### config.mk
export PLATFORM = sky130hd
export DESIGN_NAME = icache_refill_ctrl
export DESIGN_NICKNAME = d
export VERILOG_FILES = /design/src/rtl/icache_pkg.sv /design/src/rtl/refill_sat_counter.sv /design/src/rtl/icache_refill_ctrl.sv
export SDC_FILE = /design/constraint.sdc
export NUM_CORES = 1
export LEC_CHECK = 0
export CORE_MARGIN = 2
export CORE_UTILIZATION = 46
export CTS_CLUSTER_DIAMETER = 120
export DETAILED_ROUTE_END_ITERATION = 7
export PLACE_DENSITY = 0.89
export SLEW_MARGIN = 20
export SYNTH_ARGS = -nofsm -noshare
export SYNTH_HDL_FRONTEND = slang
export SYNTH_SLANG_ARGS = --single-unit
### constraint.sdc
create_clock -name clk -period 4.9 [get_ports clk]
set_clock_uncertainty 0.15 [all_clocks]
set_input_delay 0.49 -clock clk [delete_from_list [all_inputs] [get_ports clk]]
set_output_delay 0.49 -clock clk [all_outputs]
set_load 0.005 [all_outputs]
### src/rtl/icache_pkg.sv
// Shared definitions between icache_dm and its refill controller.
package icache_pkg;

  localparam int ICACHE_ADDR_W = 32;
  localparam int ICACHE_DATA_W = 32;

  // Returned in place of real data when a refill is abandoned.
  localparam logic [31:0] NOP_INSTR = 32'h0000_0013;

  typedef enum logic [2:0] {
    IDLE,
    REQ,
    WAIT,
    RESP,
    GAP
  } refill_state_t;

endpackage

### src/rtl/refill_sat_counter.sv
// Generic saturating up-counter with enable; sticks at all-ones.
module refill_sat_counter #(
  parameter int CNT_W = 16
) (
  input  logic             clk,
  input  logic             reset,
  input  logic             en,
  output logic [CNT_W-1:0] cnt
);

  always_ff @(posedge clk or negedge reset) begin
    if (!reset) begin
      cnt <= '0;
    end else if (en && (cnt != '1)) begin
      cnt <= cnt + CNT_W'(1);
    end
  end

endmodule

### src/rtl/icache_refill_ctrl.sv
// I-cache miss service: one outstanding read on the instruction bus, word returned with a 1-cycle iready pulse.
// Optional WAIT-state abort with NOP return and err pulse under `define REFILL_TIMEOUT_EN.
module icache_refill_ctrl
  import icache_pkg::*;
#(
  parameter int ADDR_W  = ICACHE_ADDR_W,
  parameter int DATA_W  = ICACHE_DATA_W,
  parameter int CNT_W   = 16,
  parameter int TIMEOUT = 64
) (
  input  logic              clk,
  input  logic              reset,
  input  logic              miss,
  input  logic [ADDR_W-1:0] fetchaddr,
  output logic [DATA_W-1:0] ifetch,
  output logic              iready,
  output logic              mem_req,
  output logic [ADDR_W-1:0] mem_addr,
  input  logic              mem_gnt,
  input  logic              mem_rvalid,
  input  logic [DATA_W-1:0] mem_rdata,
  output logic              busy,
  output logic [CNT_W-1:0]  refill_cnt,
  output logic              err
);

  if (TIMEOUT < 2) begin : g_timeout_chk
    $error("TIMEOUT must be at least 2");
  end

  refill_state_t state;
  logic          cnt_en;

`ifdef REFILL_TIMEOUT_EN
  localparam int TMO_W = $clog2(TIMEOUT + 1);
  localparam logic [TMO_W-1:0] TMO_LAST = TMO_W'(TIMEOUT - 1);

  logic [TMO_W-1:0] tmo_cnt;
  logic             err_q;

  assign err = err_q;
  // An aborted refill still passes through RESP but must not count.
  assign cnt_en = (state == RESP) && !err_q;
`else
  assign err    = 1'b0;
  assign cnt_en = (state == RESP);
`endif

  always_ff @(posedge clk or negedge reset) begin
    if (!reset) begin
      state    <= IDLE;
      ifetch   <= '0;
      iready   <= 1'b0;
      mem_req  <= 1'b0;
      mem_addr <= '0;
      busy     <= 1'b0;
`ifdef REFILL_TIMEOUT_EN
      tmo_cnt  <= '0;
      err_q    <= 1'b0;
`endif
    end else begin
      iready <= 1'b0;
`ifdef REFILL_TIMEOUT_EN
      err_q  <= 1'b0;
`endif
      case (state)
        IDLE: begin
          if (miss) begin
            mem_addr <= fetchaddr;
            mem_req  <= 1'b1;
            busy     <= 1'b1;
            state    <= REQ;
          end
        end
        REQ: begin
          if (mem_gnt) begin
            mem_req <= 1'b0;
            if (mem_rvalid) begin
              ifetch <= mem_rdata;
              iready <= 1'b1;
              state  <= RESP;
            end else begin
`ifdef REFILL_TIMEOUT_EN
              tmo_cnt <= '0;
`endif
              state <= WAIT;
            end
          end
        end
        WAIT: begin
          if (mem_rvalid) begin
            ifetch <= mem_rdata;
            iready <= 1'b1;
            state  <= RESP;
          end
`ifdef REFILL_TIMEOUT_EN
          else if (tmo_cnt == TMO_LAST) begin
            ifetch <= DATA_W'(NOP_INSTR);
            iready <= 1'b1;
            err_q  <= 1'b1;
            state  <= RESP;
          end else begin
            tmo_cnt <= tmo_cnt + TMO_W'(1);
          end
`endif
        end
        RESP: begin
          state <= GAP;
        end
        GAP: begin
          // Miss is ignored here so the cache has a cycle to drop it.
          busy  <= 1'b0;
          state <= IDLE;
        end
        default: begin
          mem_req <= 1'b0;
          busy    <= 1'b0;
          state   <= IDLE;
        end
      endcase
    end
  end

  refill_sat_counter #(
    .CNT_W (CNT_W)
  ) u_refill_cnt (
    .clk   (clk),
    .reset (reset),
    .en    (cnt_en),
    .cnt   (refill_cnt)
  );

endmodule

Word-level counts from Yosys, hierarchy flattened
Cells that the tools add are included.
{"block": "totals", "ff_bits": 86, "inputBits": 69, "output_inout_bits": 84, "wordCells": 43}
{"block": "op_classes", "add_sub_neg": 1, "n_eq_ne": 8, "mux": 15, "n_bitwise": 2, "reduce_logical": 10}
{"op": "$mux W32", "count": 2}
{"op": "$pmux W32 S2", "count": 1}
{"op": "$add A16 B1 Y16 const B", "count": 1}
{"op": "$ne A16 B16 Y1 const B", "count": 1}
{"op": "$pmux W3 S4", "count": 1}
{"op": "$mux W3", "count": 3}
{"op": "$eq A3 B2 Y1 const B", "count": 2}
{"op": "$ne A2 B2 Y1 const B", "count": 3}
{"op": "$reduce_and A2 Y1", "count": 3}
{"op": "$reduce_and A3 Y1", "count": 2}
{"op": "$reduce_or A3 Y1", "count": 2}
{"op": "$mux W1", "count": 5}
{"op": "$pmux W1 S2", "count": 2}
{"op": "$eq A3 B1 Y1 const B", "count": 1}
{"op": "$eq A3 B3 Y1 const B", "count": 1}
{"op": "$logic_not A3 Y1", "count": 1}
{"op": "$pmux W1 S3", "count": 1}
{"op": "$not A1 Y1", "count": 2}
{"op": "$reduce_bool A2 Y1", "count": 1}
{"op": "$logic_and A1 B1 Y1", "count": 1}

Depth between registers and ports, before layout
{"block": "logic_depth", "ltp_word": 4, "depth_mapped": 7, "depth_no_buf": 5}

By module
A second synthesis with hierarchy kept.
{"block": "unflattened", "hier_cells": 235, "area_unflattened_um2": 3564.7}
{"mod": "icache_refill_ctrl", "n_inst": 1, "cells_per_inst": 163, "area_per_inst_um2": 2705.1, "seq_area_each_um2": 1751.7}
{"mod": "refill_sat_counter", "n_inst": 1, "cells_per_inst": 72, "area_per_inst_um2": 859.6, "seq_area_each_um2": 400.4}

Worst setup path after synthesis
No wires, ideal clock.
{"block": "synth_timing", "kind": "register -> register", "from": "reg u_refill_cnt.cnt[0]", "to": "reg u_refill_cnt.cnt[1]", "setup_time_ps": 125, "arrival_ps": 1538, "t_required_ps": 4625, "slack_ps": 3087, "path_stages_with_launch": 6, "path_cell_list": "dfrtp_1 > ha_1 > nand3_2 > nor4_4 > nor2_2 > mux2_4"}
{"block": "synth_via", "elab_chain_cells": 2, "word_cells_on_any_way": 3, "classes_between": "add/sub: 1; eq/ne: 1; reduce/logical: 1"}
{"item": "start: declaration", "line_no": "refill_sat_counter.sv:8", "source": "output logic [CNT_W-1:0] cnt"}
{"item": "start signal: assignment", "line_no": "refill_sat_counter.sv:15", "source": "cnt <= cnt + CNT_W'(1);"}
{"item": "branches (longest 2 deep; another with $add A16 B1 Y16)"}
Parallel ways; which one is timed is not known.
A chain may end at the register's enable or synchronous reset.

Worst setup path after layout
{"block": "layout_timing", "from": "in miss", "to": "reg mem_addr[9]"}
{"block": "layout_via", "elab_chain_cells": 1}
{"item": "start: declaration", "line_no": "icache_refill_ctrl.sv:13", "source": "input logic miss,"}
{"item": "$reduce_and A2 Y1 (no source line)"}
{"item": "end signal: assignment", "line_no": "icache_refill_ctrl.sv:69", "source": "mem_addr <= fetchaddr;"}
{"item": "end: declaration", "line_no": "icache_refill_ctrl.sv:18", "source": "output logic [ADDR_W-1:0] mem_addr,"}
Every way passes these cells.

==> impl_metrics.csv <==
group,metric,value,unit
outcome,status,"finished clean",
yosys,synthesis.area,3582,µm²
global_routing,grt_remaining_overflow,0,
power,share_clk_of_total_power,0.153,
power,internal_power,2.102,mW
placed_design,preCtsSetupSlack,2210,ps
sta,setup_violations,0,
setup_path,worst_ep_arrival_time,2390,ps
sta,final_hold_viol_count,0,
sta,max_freq,432.8,MHz
clock_network,clock-sinks,86,
clock_network,cts_made_buffers,9,
detailed_routing,drt_wl_total,7.852,mm
setup_path,worst-path-max-fanout,23,
detailed_routing,route.layer.met1.wl,3.088,mm
yosys,post_synth.cell_area_avg,15.57,µm²
setup_path,critPathKind,"in2reg",
placed_design,detailedPlacementHpwl,5.966,mm
yosys,synthDistinctLibCells,42,
clock_network,holdBufCountCts,0,
sta,drv_slew,0,
yosys,synth.area.top_cells,"sky130_fd_sc_hd__dfrtp_1 60%, sky130_fd_sc_hd__mux2_2 18%, sky130_fd_sc_hd__mux2_4 3.4%",
sta,max_slew.worst_pin.slew,748.3,ps
detailed_routing,drt-initial-drc-count,65,
global_routing,track_usage,0.1917,
setup_path,crit-reg2reg-launch,"state[1]",
power,power_switching,830.2,µW
clock_network,clock_latency,340,ps
global_routing,first_global_vias,2437,
floorplanning,fp.dieArea,8509,µm²
placed_design,final_weighted_congestion_in_routability_driven_placement,0.8405,
floorplanning,start_util,0.4684,
layout,design.final.nets,454,
detailed_routing,drcViolationCount,0,
yosys,share_of_the_yosys_chip_area_belonging_to_registers,0.6008,
layout,antenna_cells_inserted,0,
clock_network,post_cts_resized,0,
yosys,syn-num-nets,300,
yosys,yosys.area.top_type,"sky130_fd_sc_hd__dfrtp_1",
floorplanning,chipHeight,92.25,µm
sta,fin_crit_sh,0.4716,
placed_design,place.port_buffers,151,
floorplanning,coreArea,7647,µm²
power,worst_vdd_drop,210.1,µV
detailed_routing,viasPerCell,4.912,
layout,areaGrowthSynthToFinish,48.03,%
power,power.static_leakage,2.241,nW
power,power_density,552.9,nW/µm²
detailed_routing,met3_wirelength,606,µm
sta,postLayoutSetupSlackWorst,2589,ps
setup_path,cp-end-kind,"flop",
power,comb_power_frac,0.430,
sta,slew_headroom,0.5011,
sta,setup_repair_after_global_routing_missed_its_margin,"no",
global_routing,grt_max_degree,87,
clock_network,clkSlewWorstSetupHoldPaths,90,ps
global_routing,antenna_found_initial,0,
clock_network,clock_tree.htree_level_count,3,
setup_path,crit_start,"miss",
flow_run,drv_cap,0,
worst_hold_path,classification_of_the_worst_slack_hold_path,"in2async",
detailed_routing,avgRoutedWirePerCell,15.99,µm
global_routing,grt_pass1_wl,12.63,mm
clock_network,clk_path_buf_depth,2,
sta,final_period_demand_of_the_worst_path,2311,ps
layout,area_taken_by_flip_flops_and_latches,2152,µm²
floorplanning,floorplan.die.width,92.25,µm
detailed_routing,detail_route.first_pass.iterations,4,
placed_design,detailed_place.area,5119,µm²
sta,finalSetupTns,0,ps
floorplanning,pin_count,153,
power,switching_share,0.2831,
floorplanning,rows,32,
yosys,synth-seq-cells,86,
layout,finished_layout_cell_area,5303,µm²
detailed_routing,routed.top_layer,"met4",
clock_network,cts_tree,"yes",
layout,fill_cells,530,
detailed_routing,antenna_left,0,
power,power.sequential.fraction,0.417,
layout,multiInputGateArea,1300,µm²
clock_network,cts.root.buffer_cell,"sky130_fd_sc_hd__clkbuf_8",
yosys,netlist.area_leader.share,0.6008,
setup_path,worst-endpoint-required,4980,ps
yosys,yosys_warnings,0,
layout,layout-drive-gt1-share,0.2391,
yosys,netlist_instances,230,
setup_path,timing.critical_path.from_type,"primary input",
detailed_routing,route.met2.wl,4.043,mm
detailed_routing,dr_total_vias,2412,
clock_network,postCtsSetupRepairBufs,0,
## Yosys cell counts (all sizes together)
| cell type | instances |
|---|---|
| ha | 1 |
| conb | 1 |
| nand3 | 4 |
| buf | 10 |
| nand4 | 6 |
| dfrtp | 86 |
| and3 | 4 |
| nand2b | 2 |
| mux2 | 66 |
| nand2 | 2 |
| a311oi | 2 |
| nand4b | 2 |
| and2 | 1 |
| a211oi | 1 |
| xor2 | 7 |
| nor2 | 4 |
| a21o | 1 |
| nor4 | 2 |
| nand3b | 4 |
| and4 | 3 |
| inv | 4 |
| a21oi | 2 |
| nor4b | 1 |
| o21ai | 1 |
| o31ai | 2 |
| nor3 | 2 |
| xnor2 | 7 |
| o211ai | 1 |
| nor3b | 1 |
## cell type report
| class | count | area share |
|---|---|---|
| timing repair buffer | 153 | 0.2881 |
| clock inverter | 7 | 0.01062 |
| multi-input combinational | 130 | 0.2452 |
| sequential | 86 | 0.4059 |
| tap | 102 | 0.02407 |
| inverter | 4 | 0.002832 |
| clock buffer | 9 | 0.02336 |
## kinds of logic after synthesis
group / after synthesis / share of synthesized area
DFF: 86 / 0.6008
muxes: 66 / 0.2159
and+or+nand+nor: 38 / 0.08593
xor gates and xnor gates: 14 / 0.03423
buffers and inverters: 14 / 0.03632
AOI/OAI and AO/OA: 10 / 0.02235
adders and majority gates: 1 / 0.003492
other: 1 / 0.001047
## power groups by stage
stage          clock, mW  combinational, mW  sequential [mW]
2_1_floorplan          0              0.549             1.23
5_1_grt            0.497               1.35             1.27
3_3_place_gp           0               1.24             1.22
3_5_place_dp           0               1.28             1.24
4_1_cts            0.462               1.28             1.23
6_report           0.449               1.26             1.22
## registers in the layout, summed over array words and instances, names as in the netlist
register,flops
u_refill_cnt.cnt,16
state,3
busy,1
mem_req,1
mem_addr,32
iready,1
ifetch,32
## path summary, 6_finish.rpt
check                      slack (ps)                  end  cells after the start
min in group clk                  350         mem_addr[22]                      1
min reg2reg                       350         mem_addr[22]                      1
max                              2590          mem_addr[9]                      4
min                                30  u_refill_cnt.cnt[1]                      1
max in group asynchronous        4050           ifetch[15]                      1
max reg2reg                      2630          mem_addr[9]                      3
## worst max-delay path: stages
cell                              delay [ps]
sky130_fd_sc_hd__clkdlybuf4s50_1         500
sky130_fd_sc_hd__nor4b_4                 580
sky130_fd_sc_hd__buf_4                   410
sky130_fd_sc_hd__mux2_2                  390
## through the flow
| step | utilization | hold WS, ps | std cells | total power, mW |
|---|---|---|---|---|
| 2_1_floorplan | - | 44.41 | 230 | 1.780 |
| 3_5_place_dp | 0.6693 | 328.9 | 475 | 2.521 |
| 5_1_grt | 0.6934 | 102.5 | 491 | 3.111 |
| 3_3_place_gp | 0.6693 | 318.5 | 475 | 2.460 |
| 4_1_cts | 0.6929 | 216.1 | 491 | 2.971 |
| 6_report | 0.6934 | 30.20 | 491 | 2.932 |
## routing by layer
layer / vias up / global-route usage
met5: - / 0
met4: 0 / 0.06343
met3: 9 / 0.06163
met2: 98 / 0.3297
met1: 1164 / 0.2278
li1: 1141 / -
## layout by cell type, fill, tap and decap left out, types with 2 or more instances in the layout
cell                              count
sky130_fd_sc_hd__nand3_1              3
sky130_fd_sc_hd__mux2_2              56
sky130_fd_sc_hd__xor2_1               7
sky130_fd_sc_hd__and4_1               3
sky130_fd_sc_hd__o31ai_1              2
sky130_fd_sc_hd__clkinv_4             3
sky130_fd_sc_hd__mux2_1               2
sky130_fd_sc_hd__mux2_4               8
sky130_fd_sc_hd__clkbuf_8             9
sky130_fd_sc_hd__inv_6                2
sky130_fd_sc_hd__nand3b_1             3
sky130_fd_sc_hd__dfrtp_1             86
sky130_fd_sc_hd__xnor2_1              7
sky130_fd_sc_hd__clkdlybuf4s50_1    150
sky130_fd_sc_hd__nand4_1              5
sky130_fd_sc_hd__nand2b_1             2
sky130_fd_sc_hd__and3_1               4
sky130_fd_sc_hd__nor2_1               3
sky130_fd_sc_hd__inv_1                3
sky130_fd_sc_hd__nor3_1               2
sky130_fd_sc_hd__nand4b_1             2
sky130_fd_sc_hd__nand2_1              2
sky130_fd_sc_hd__buf_4                2
Note: power is estimated with default switching activity, not from simulation.
